`src/rtl/vending_pkg.sv`:
```
// Shared constants, types and arithmetic helpers for the vending-machine controller.
package vending_pkg;

   localparam int kNumCoins   = 3;
   localparam int kNumItems   = 4;
   localparam int kTotalBits  = 31;
   localparam int kWaitTime   = 100;
   localparam int kMaxBalance = 10000;
   localparam int kTimerBits  = $clog2(kWaitTime + 1);

   typedef logic [kTotalBits-1:0] total_t;
   typedef logic [kTimerBits-1:0] timer_t;

   // Index 0 is the smallest value; the change picker relies on ascending order.
   localparam total_t kCoinValue [0:kNumCoins-1] = '{31'd100, 31'd500, 31'd1000};
   localparam total_t kItemPrice [0:kNumItems-1] = '{31'd400, 31'd500, 31'd1000, 31'd2000};

   localparam total_t kMaxBalanceT = total_t'(kMaxBalance);
   localparam timer_t kWaitTimeT   = timer_t'(kWaitTime);
   localparam timer_t kTimerOne    = timer_t'(1);

   typedef enum logic [1:0] {
      IDLE   = 2'd0,
      ACCEPT = 2'd1,
      RETURN = 2'd2
   } state_t;

   function automatic total_t coin_sum(input logic [kNumCoins-1:0] coins);
      total_t sum;
      sum = '0;
      for (int i = 0; i < kNumCoins; i++) begin
         sum = sum + (coins[i] ? kCoinValue[i] : '0);
      end
      return sum;
   endfunction

   function automatic logic is_onehot(input logic [kNumItems-1:0] v);
      logic [kNumItems-1:0] seen;
      logic                 multi;
      seen  = '0;
      multi = 1'b0;
      for (int i = 0; i < kNumItems; i++) begin
         multi = multi | (v[i] & (|seen));
         seen  = seen | (v & (kNumItems'(1) << i));
      end
      return (|v) & ~multi;
   endfunction

endpackage

```
`src/rtl/change_picker.sv`:
```
// Greedy change selector: largest coin whose value fits in the balance, as one-hot plus value.
module change_picker
   import vending_pkg::*;
(
   input  logic [kTotalBits-1:0] i_balance,
   output logic [kNumCoins-1:0]  o_coin,
   output logic [kTotalBits-1:0] o_value
);

   // Ascending scan: each fitting larger coin overrides the previous pick.
   always_comb begin
      o_coin  = '0;
      o_value = '0;
      for (int i = 0; i < kNumCoins; i++) begin
         if (kCoinValue[i] <= i_balance) begin
            o_coin    = '0;
            o_coin[i] = 1'b1;
            o_value   = kCoinValue[i];
         end else begin
            o_coin  = o_coin;
            o_value = o_value;
         end
      end
   end

endmodule

```
`src/rtl/vending_ctrl.sv`:
```
// Vending-machine sequencing controller: balance, coin/selection handling,
// idle timeout and one-coin-per-cycle greedy change return.
module vending_ctrl
   import vending_pkg::*;
(
   input  logic                  clk,
   input  logic                  reset,
   input  logic [kNumCoins-1:0]  i_input_coin,
   input  logic [kNumItems-1:0]  i_select_item,
   input  logic                  i_trigger_return,
   output logic [kNumItems-1:0]  o_available_item,
   output logic [kNumItems-1:0]  o_output_item,
   output logic [kNumCoins-1:0]  o_return_coin,
   output logic                  o_reject,
   output logic [kTotalBits-1:0] o_current_total,
   output logic                  o_busy
);

   state_t                  r_state,       w_state_n;
   logic [kTotalBits-1:0]   r_balance,     w_balance_n;
   logic [kTimerBits-1:0]   r_timer,       w_timer_n;
   logic [kNumItems-1:0]    r_output_item, w_output_item_n;
   logic [kNumCoins-1:0]    r_return_coin, w_return_coin_n;
   logic                    r_reject,      w_reject_n;

   logic [kTotalBits-1:0]   w_coin_sum, w_after_coin, w_price, w_change_value;
   logic [kNumCoins-1:0]    w_change_coin;
   logic                    w_coin_any, w_coin_ok, w_sel_ok, w_reload;

   change_picker u_change_picker (
      .i_balance (r_balance),
      .o_coin    (w_change_coin),
      .o_value   (w_change_value)
   );

   assign w_coin_sum   = coin_sum(i_input_coin);
   assign w_coin_any   = |i_input_coin;
   assign w_after_coin = r_balance + w_coin_sum;
   assign w_coin_ok    = w_coin_any && (r_state != RETURN) && (w_after_coin <= kMaxBalanceT);
   // Affordability uses the balance before this cycle's coins.
   assign w_sel_ok     = (r_state == ACCEPT) && is_onehot(i_select_item) && (w_price <= r_balance);
   assign w_reload     = w_coin_ok || w_sel_ok;

   // Price of the requested item; only meaningful when the request is one-hot.
   always_comb begin
      w_price = '0;
      for (int i = 0; i < kNumItems; i++) begin
         w_price = w_price | (i_select_item[i] ? kItemPrice[i] : '0);
      end
   end

   // Next-state, balance, timer and output-pulse logic.
   always_comb begin
      w_state_n       = r_state;
      w_balance_n     = r_balance;
      w_timer_n       = r_timer;
      w_output_item_n = '0;
      w_return_coin_n = '0;
      w_reject_n      = w_coin_any && !w_coin_ok;
      case (r_state)
         IDLE: begin
            w_timer_n = kWaitTimeT;
            if (w_coin_ok) begin
               w_balance_n = w_after_coin;
               w_state_n   = ACCEPT;
            end else begin
               w_balance_n = r_balance;
            end
         end
         ACCEPT: begin
            w_balance_n     = (w_coin_ok ? w_after_coin : r_balance) - (w_sel_ok ? w_price : '0);
            w_output_item_n = w_sel_ok ? i_select_item : '0;
            if (w_balance_n == '0) begin
               w_state_n = IDLE;
               w_timer_n = kWaitTimeT;
            end else if (i_trigger_return || ((r_timer == '0) && !w_reload)) begin
               w_state_n = RETURN;
               w_timer_n = kWaitTimeT;
            end else if (w_reload) begin
               w_timer_n = kWaitTimeT;
            end else begin
               w_timer_n = r_timer - kTimerOne;
            end
         end
         RETURN: begin
            w_return_coin_n = w_change_coin;
            w_balance_n     = r_balance - w_change_value;
            if (w_balance_n == '0) begin
               w_state_n = IDLE;
            end else begin
               w_state_n = RETURN;
            end
         end
         default: begin
            w_state_n   = IDLE;
            w_balance_n = '0;
            w_timer_n   = kWaitTimeT;
         end
      endcase
   end

   // State and registered-output update.
   always_ff @(posedge clk or posedge reset) begin
      if (reset) begin
         r_state       <= IDLE;
         r_balance     <= '0;
         r_timer       <= kWaitTimeT;
         r_output_item <= '0;
         r_return_coin <= '0;
         r_reject      <= 1'b0;
      end else begin
         r_state       <= w_state_n;
         r_balance     <= w_balance_n;
         r_timer       <= w_timer_n;
         r_output_item <= w_output_item_n;
         r_return_coin <= w_return_coin_n;
         r_reject      <= w_reject_n;
      end
   end

   // Items affordable from the current balance, suppressed while paying change.
   always_comb begin
      o_available_item = '0;
      for (int i = 0; i < kNumItems; i++) begin
         o_available_item[i] = (kItemPrice[i] <= r_balance) && (r_state != RETURN);
      end
   end

   assign o_output_item   = r_output_item;
   assign o_return_coin   = r_return_coin;
   assign o_reject        = r_reject;
   assign o_current_total = r_balance;
   assign o_busy          = (r_state == RETURN);

endmodule

```
`config.mk`:
```
export PLATFORM = sky130hd
export DESIGN_NAME = vending_ctrl
export DESIGN_NICKNAME = d
export VERILOG_FILES = /design/src/rtl/vending_pkg.sv /design/src/rtl/change_picker.sv /design/src/rtl/vending_ctrl.sv
export SDC_FILE = /design/constraint.sdc
export NUM_CORES = 1
export LEC_CHECK = 0
export ABC_AREA = 1
export ABC_CLOCK_PERIOD_IN_PS = 16500
export CAP_MARGIN = 0
export CORE_UTILIZATION = 61
export CTS_CLUSTER_SIZE = 12
export DETAILED_ROUTE_END_ITERATION = 8
export PLACE_DENSITY = 0.88
export SYNTH_ARGS = -nofsm -noshare
export SYNTH_HDL_FRONTEND = slang
export SYNTH_SLANG_ARGS = --single-unit
```
`constraint.sdc`:
```
create_clock -name clk -period 16.5 [get_ports clk]
set_clock_uncertainty 0.05 [all_clocks]
set_input_delay 3.3 -clock clk [delete_from_list [all_inputs] [get_ports clk]]
set_output_delay 3.3 -clock clk [all_outputs]
set_load 0.05 [all_outputs]
```
==> run_results.csv, run 1 <==
group,metric,value,unit
pwr,power_density,52.2,mW/mm²
layout,mostFrequentLayoutCell,"nand2_1",
sta,rsz0062_at_grt,"no",
job,drv_cap,0,
synthesis,synth_warnings,0,
global_route,grt_max_degree,49,
floorplanning,dieHeight,109,µm
synthesis,syn-mean-instance-area,6.07,µm²
placement,dp_hpwl,17300,µm
critical_path,cp.arrival,11.03,ns
floorplanning,initial_core_util,63.4,%
synthesis,synthAdderAreaFrac,10.7,%
routing,drc,0,
sta,fmax,91.8,MHz
clock_network,clk_pin_slew_worst_paths,0.07,ns
synthesis,synthSimpleGateAreaFrac,43.0,%
floorplanning,rows,38,
sta,setup_viol,0,
floorplanning,ios,54,
clock_network,cts_tree,"done",
critical_path,r2r_end,"r_timer[1]",
sta,fin_crit_sh,66.0,%
layout,final_util,69.8,%
floorplanning,die_width,109,µm
layout,stdcell_count,1315,
synthesis,yosysSeqAreaShare,17.4,%
hold_path,min_to,"o_current_total[0]",
critical_path,cp_data_required_time,16.63,ns
routing,drt-total-wl,22100,µm
critical_path,r2r_slack,8.90,ns
routing,first_pass_iters,6,
sta,min_period,10.89,ns
synthesis,ys_types,46,
layout,final_cell_mix,"nand2_1 (305), inv_1 (188), nor2_1 (139), nand3_1 (86), clkdlybuf4s50_1 (53)",
hold_path,hold_path_class,"flop to flop",
placement,place_inst,1307,
synthesis,synth-compound-area-share,10.4,%
routing,ant_nets,0,
clock_network,cts_buffers,5,
sta,worst_slew_pin_slew,1.20,ns
critical_path,critPathKind,"primary input to flop",
synthesis,muxShareOfSynthArea,0,%
critical_path,cp_slowest_cell,"inv_1",
critical_path,cpMostUsedCell,"nand2_1",
clock_network,ctsHtreeMaxLevel,2,
sta,whs,0.476,ns
synthesis,synth_xor_area_share,5.18,%
critical_path,regToRegStartpoint,"o_current_total[7]",
clock_network,clock_latency,0.30,ns
critical_path,reg2reg_depth,37,
clock_network,clk_path_buf_depth,2,
global_route,grt_pass1_vias,7307,
sta,drv_slew,0,
routing,post_drt_wl_per_cell,16.8,µm
floorplanning,coreArea,0.0109,mm²
clock_network,post_cts_buffers,0,
clock_network,cts_root_buf,"clkbuf_16",
placement,io_buffers,53,
sta,setup_tns,0,ns
critical_path,slowest_delay,0.59,ns
layout,syn2layout_area_growth,10.1,%
synthesis,syn_nets,1205,
sta,hold_viol,0,
routing,drt_iter0_drc,997,
global_route,grt_overflow,0,
global_route,grt_pass1_wl,35400,µm
clock_network,cts_resized,0,
clock_network,cts_sinks,48,
pwr,ir_drop,0.0564,mV
placement,routabilityCongestion,1.03,
hold_path,whs_path_depth,2,
layout,drive_gt1_share,6.30,%
synthesis,synth_top_family_by_area,"simple AND/OR/NAND/NOR gates",
hold_path,min_from,"o_current_total[0]",
floorplanning,die-area,0.0118,mm²
synthesis,syn_area,0.00693,mm²
critical_path,start_kind,"primary input",
critical_path,setup.worst_path.end_class,"flop",
critical_path,crit_family,"simple AND/OR/NAND/NOR gates",
routing,via_per_inst,6.01,
status,status,"finished, final reports clean",
synthesis,synth_seq_cells,48,
pwr,p_leak,0.00371,µW
layout,nets,1238,
global_route,antenna_found_initial,0,
critical_path,critPathMaxFanout,43,
layout,antenna_cells,0,
critical_path,path_buf_inv,4,
sta,slew_headroom,20.0,%
global_route,grt_use_total,38.8,%
routing,vias,7908,
synthesis,synthCells,1141,
clock_network,cts.hold.buffers_added,0,
[cell type report]
class,instances,area [µm²]
Clock inverter,3,26.3
Timing Repair Buffer,56,553
Tap cell,140,175
Multi-Input combinational cell,867,4810
Inverter,196,736
Clock buffer,5,125
Fill cell,981,3310
Sequential cell,48,1200
[worst max path at each step]
stage	start	to	cells after the start
3_3_place_gp	i_input_coin[1]	r_timer[0]	38
3_5_place_dp	i_input_coin[2]	r_timer[1]	38
4_1_cts	i_input_coin[2]	r_timer[6]	39
5_1_grt	i_input_coin[2]	r_timer[0]	38
6_report	i_input_coin[2]	r_timer[1]	38
2_1_floorplan	i_input_coin[1]	r_timer[0]	44
[cells by family after synthesis]
| logic type | Yosys count |
|---|---|
| buffers and inverters | 226 |
| adders and majority gates | 54 |
| DFF | 48 |
| and+or+nand+nor | 662 |
| AOI/OAI and AO/OA | 110 |
| xor gates and xnor gates | 41 |
[worst reg2reg max path, delay by kind of cell (launching register included)]
| kind | cells | cell delay [ns] |
|---|---|---|
| AND/OR/NAND/NOR | 20 | 2.73 |
| flip-flops | 1 | 0.50 |
| AO/OA/AOI/OAI | 8 | 1.48 |
| adder cells (fa/ha/maj) | 4 | 1.57 |
| buffers and inverters | 4 | 0.90 |
| XOR/XNOR | 1 | 0.24 |
[flip-flops by register name, summed over array words and instances (netlist names)]
| name | cells |
|---|---|
| o_current_total | 31 |
| r_timer | 7 |
| o_output_item | 4 |
| o_return_coin | 3 |
| r_state | 2 |
| o_reject | 1 |
[where the power goes]
group          switching (µW)  internal [µW]
clock network            52.8           57.8
logic                     107           53.6
registers                7.95            120
total                     167            231
[Yosys cell counts (all sizes together)]
cell type / count / area, µm²
a2111oi: 2 / 17.5
a211oi: 1 / 7.51
a21boi: 1 / 11.3
a21oi: 26 / 138
a22o: 1 / 8.76
a31o: 1 / 8.76
a31oi: 7 / 43.8
and2: 2 / 12.5
and3: 1 / 6.26
buf: 19 / 144
clkbuf: 11 / 41.3
clkinv: 2 / 7.51
dfrtp: 45 / 1130
dfstp: 3 / 78.8
fa: 9 / 180
ha: 45 / 563
inv: 194 / 728
nand2: 321 / 1240
nand3: 93 / 515
nand3b: 7 / 52.6
nand4: 39 / 244
nor2: 157 / 667
nor3: 27 / 140
nor3b: 1 / 12.5
nor4: 11 / 68.8
o211ai: 11 / 82.6
o21ai: 36 / 195
o21bai: 1 / 7.51
o221ai: 20 / 175
o311ai: 1 / 8.76
o31ai: 2 / 15.0
or2: 3 / 18.8
xnor2: 7 / 61.3
xor2: 34 / 298
[layer usage]
metal,vias to the layer above,share of wire [%],GRT usage (%)
met5,-,0,0
met4,0,3.1,13.8
met3,73,11,8.68
met2,463,45,63.1
met1,3617,41,50.3
li1,3755,-,-
[metrics by stage]
step           setup WS, ns  total power [µW]  instance area [µm²]
4_1_cts                5.72               396                 7630
5_1_grt                4.85               423                 7630
6_report               5.61               399                 7630
2_1_floorplan          7.02               248                 6930
3_5_place_dp           5.42               286                 7480
3_3_place_gp           5.73               284                 7480
Note: power is estimated with default switching activity, not from simulation.
==> run 2, diff against run 1 <==
--- a/config.mk
+++ b/config.mk
@@ -6,7 +6,7 @@
 export NUM_CORES = 1
 export LEC_CHECK = 0
 export ABC_AREA = 1
-export ABC_CLOCK_PERIOD_IN_PS = 16500
+export ABC_CLOCK_PERIOD_IN_PS = 10200
 export CAP_MARGIN = 0
 export CORE_UTILIZATION = 61
 export CTS_CLUSTER_SIZE = 12
==> constraint.sdc (replaced) <==
create_clock -name clk -period 10.2 [get_ports clk]
set_clock_uncertainty 0.05 [all_clocks]
set_input_delay 2.04 -clock clk [delete_from_list [all_inputs] [get_ports clk]]
set_output_delay 2.04 -clock clk [all_outputs]
set_load 0.05 [all_outputs]
==> run 2 against run 1 <==
Setup slack lost 4.5 ns. Largest power group unchanged. Utilization grew 0.32 points. Sequential share of layout area shrank 0.072 points. Clock power grew 79%. Critical path type unchanged. Sequential power grew 62%. Flip-flop and latch count is the same. Routed wire length grew 1.2%.
==> run_results.csv, run 2 (synthesis gave the netlist of run 1 again) <==
group,metric,value,unit
status,status,"finished, final reports clean",
hold_path,whs_path_depth,2,
routing,via_per_inst,5.88,
placement,place_inst,1309,
clock_network,cts_resized,0,
floorplanning,die_width,109,µm
layout,antenna_cells,0,
floorplanning,dieHeight,109,µm
floorplanning,die-area,0.0118,mm²
critical_path,cp_slowest_cell,"fa_1",
global_route,grt_overflow,0,
global_route,grt_max_degree,49,
sta,setup_viol,0,
routing,drc,0,
layout,drive_gt1_share,6.46,%
clock_network,cts_sinks,48,
floorplanning,initial_core_util,63.4,%
clock_network,clock_latency,0.30,ns
clock_network,clk_pin_slew_worst_paths,0.07,ns
hold_path,hold_path_class,"flop to flop",
critical_path,setup.worst_path.end_class,"flop",
sta,drv_slew,0,
global_route,antenna_found_initial,0,
pwr,ir_drop,0.0676,mV
critical_path,critPathMaxFanout,16,
pwr,power_density,86.6,mW/mm²
clock_network,cts.hold.buffers_added,0,
job,drv_cap,0,
critical_path,reg2reg_depth,40,
layout,mostFrequentLayoutCell,"nand2_1",
sta,slew_headroom,21.7,%
clock_network,cts_tree,"done",
critical_path,slowest_delay,0.57,ns
sta,fin_crit_sh,89.3,%
placement,io_buffers,53,
global_route,grt_use_total,39.4,%
layout,fill_cells,1024,
routing,drt-total-wl,22400,µm
clock_network,clk_path_buf_depth,2,
floorplanning,rows,38,
layout,nets,1240,
global_route,grt_pass1_vias,7311,
routing,post_drt_wl_per_cell,17.0,µm
pwr,p_leak,0.00373,µW
sta,setup_tns,0,ns
routing,first_pass_iters,5,
critical_path,critPathKind,"primary input to flop",
routing,ant_nets,0,
clock_network,cts_root_buf,"clkbuf_16",
clock_network,post_cts_buffers,0,
critical_path,start_kind,"primary input",
layout,stdcell_count,1317,
critical_path,cp_data_required_time,10.33,ns
sta,worst_slew_pin_slew,1.17,ns
clock_network,cts_buffers,5,
placement,dp_hpwl,17500,µm
sta,hold_viol,0,
floorplanning,ios,54,
layout,syn2layout_area_growth,10.6,%
sta,min_period,9.11,ns
layout,largest_reg_flops,31,
routing,vias,7748,
placement,routabilityCongestion,0.975,
clock_network,ctsHtreeMaxLevel,2,
critical_path,cpMostUsedCell,"nand2_1",
global_route,grt_pass1_wl,35900,µm
sta,rsz0062_at_grt,"no",
floorplanning,coreArea,0.0109,mm²
routing,drt_iter0_drc,803,
layout,final_cell_mix,"nand2_1 (305), inv_1 (188), nor2_1 (139), nand3_1 (86), clkdlybuf4s50_1 (53)",
sta,fmax,110,MHz
critical_path,cp.arrival,9.24,ns
-- run 2: critical path: cells and delay by family --
family                     cells  cell delay [ns]
adders and majority gates      4             1.93
and+or+nand+nor               25             2.96
AOI/OAI and AO/OA              7             1.14
buffers and inverters          4             1.15
-- run 2: worst paths after layout --
kind	startpoint	slack, ns	endpoint
hold reg to reg	o_current_total[0]	0.48	o_current_total[0]
setup reg to reg	o_current_total[4]	3.08	r_timer[1]
min in group asynchronous	reset	2.27	o_current_total[5]
hold / removal	o_current_total[0]	0.48	o_current_total[0]
max in group asynchronous	reset	7.17	o_current_total[20]
setup / recovery	i_input_coin[2]	1.09	r_timer[1]
-- run 2: area by class of cell --
cell class | count | area (µm²) | share of cell area, %
Multi-Input combinational cell | 867 | 4810 | 62.7
Sequential cell | 48 | 1200 | 15.7
Inverter | 196 | 736 | 9.60
Timing Repair Buffer | 58 | 568 | 7.41
Tap cell | 140 | 175 | 2.29
Clock buffer | 5 | 125 | 1.63
Clock inverter | 3 | 46.3 | 0.604
-- run 2: routing by layer --
| layer | GRT usage, % | vias up | routed length (µm) |
|---|---|---|---|
| li1 | - | 3762 | - |
| met2 | 63.4 | 416 | 9870 |
| met3 | 9.34 | 58 | 2500 |
| met4 | 12.2 | 0 | 603 |
| met5 | 0 | - | 0 |
| met1 | 52.1 | 3512 | 9440 |
-- run 2: power by group --
part | switching [µW] | internal, µW
Combinational | 172 | 86.5
Sequential | 13.1 | 194
Clock | 82.1 | 117
Total | 267 | 397
-- run 2: per-stage QoR --
| step | worst slack, ns | util [%] | hold slack, ns | power, µW | area (µm²) |
|---|---|---|---|---|---|
| after detailed placement | 0.881 | 68.5 | 0.466 | 462 | 7490 |
| after floorplan | 1.98 | - | 0.451 | 401 | 6930 |
| after global routing | 0.411 | 70.1 | 0.505 | 702 | 7660 |
| after global placement | 1.09 | 68.5 | 0.460 | 458 | 7490 |
| final | 1.09 | 70.1 | 0.477 | 664 | 7660 |
| after CTS | 1.20 | 70.1 | 0.481 | 660 | 7660 |
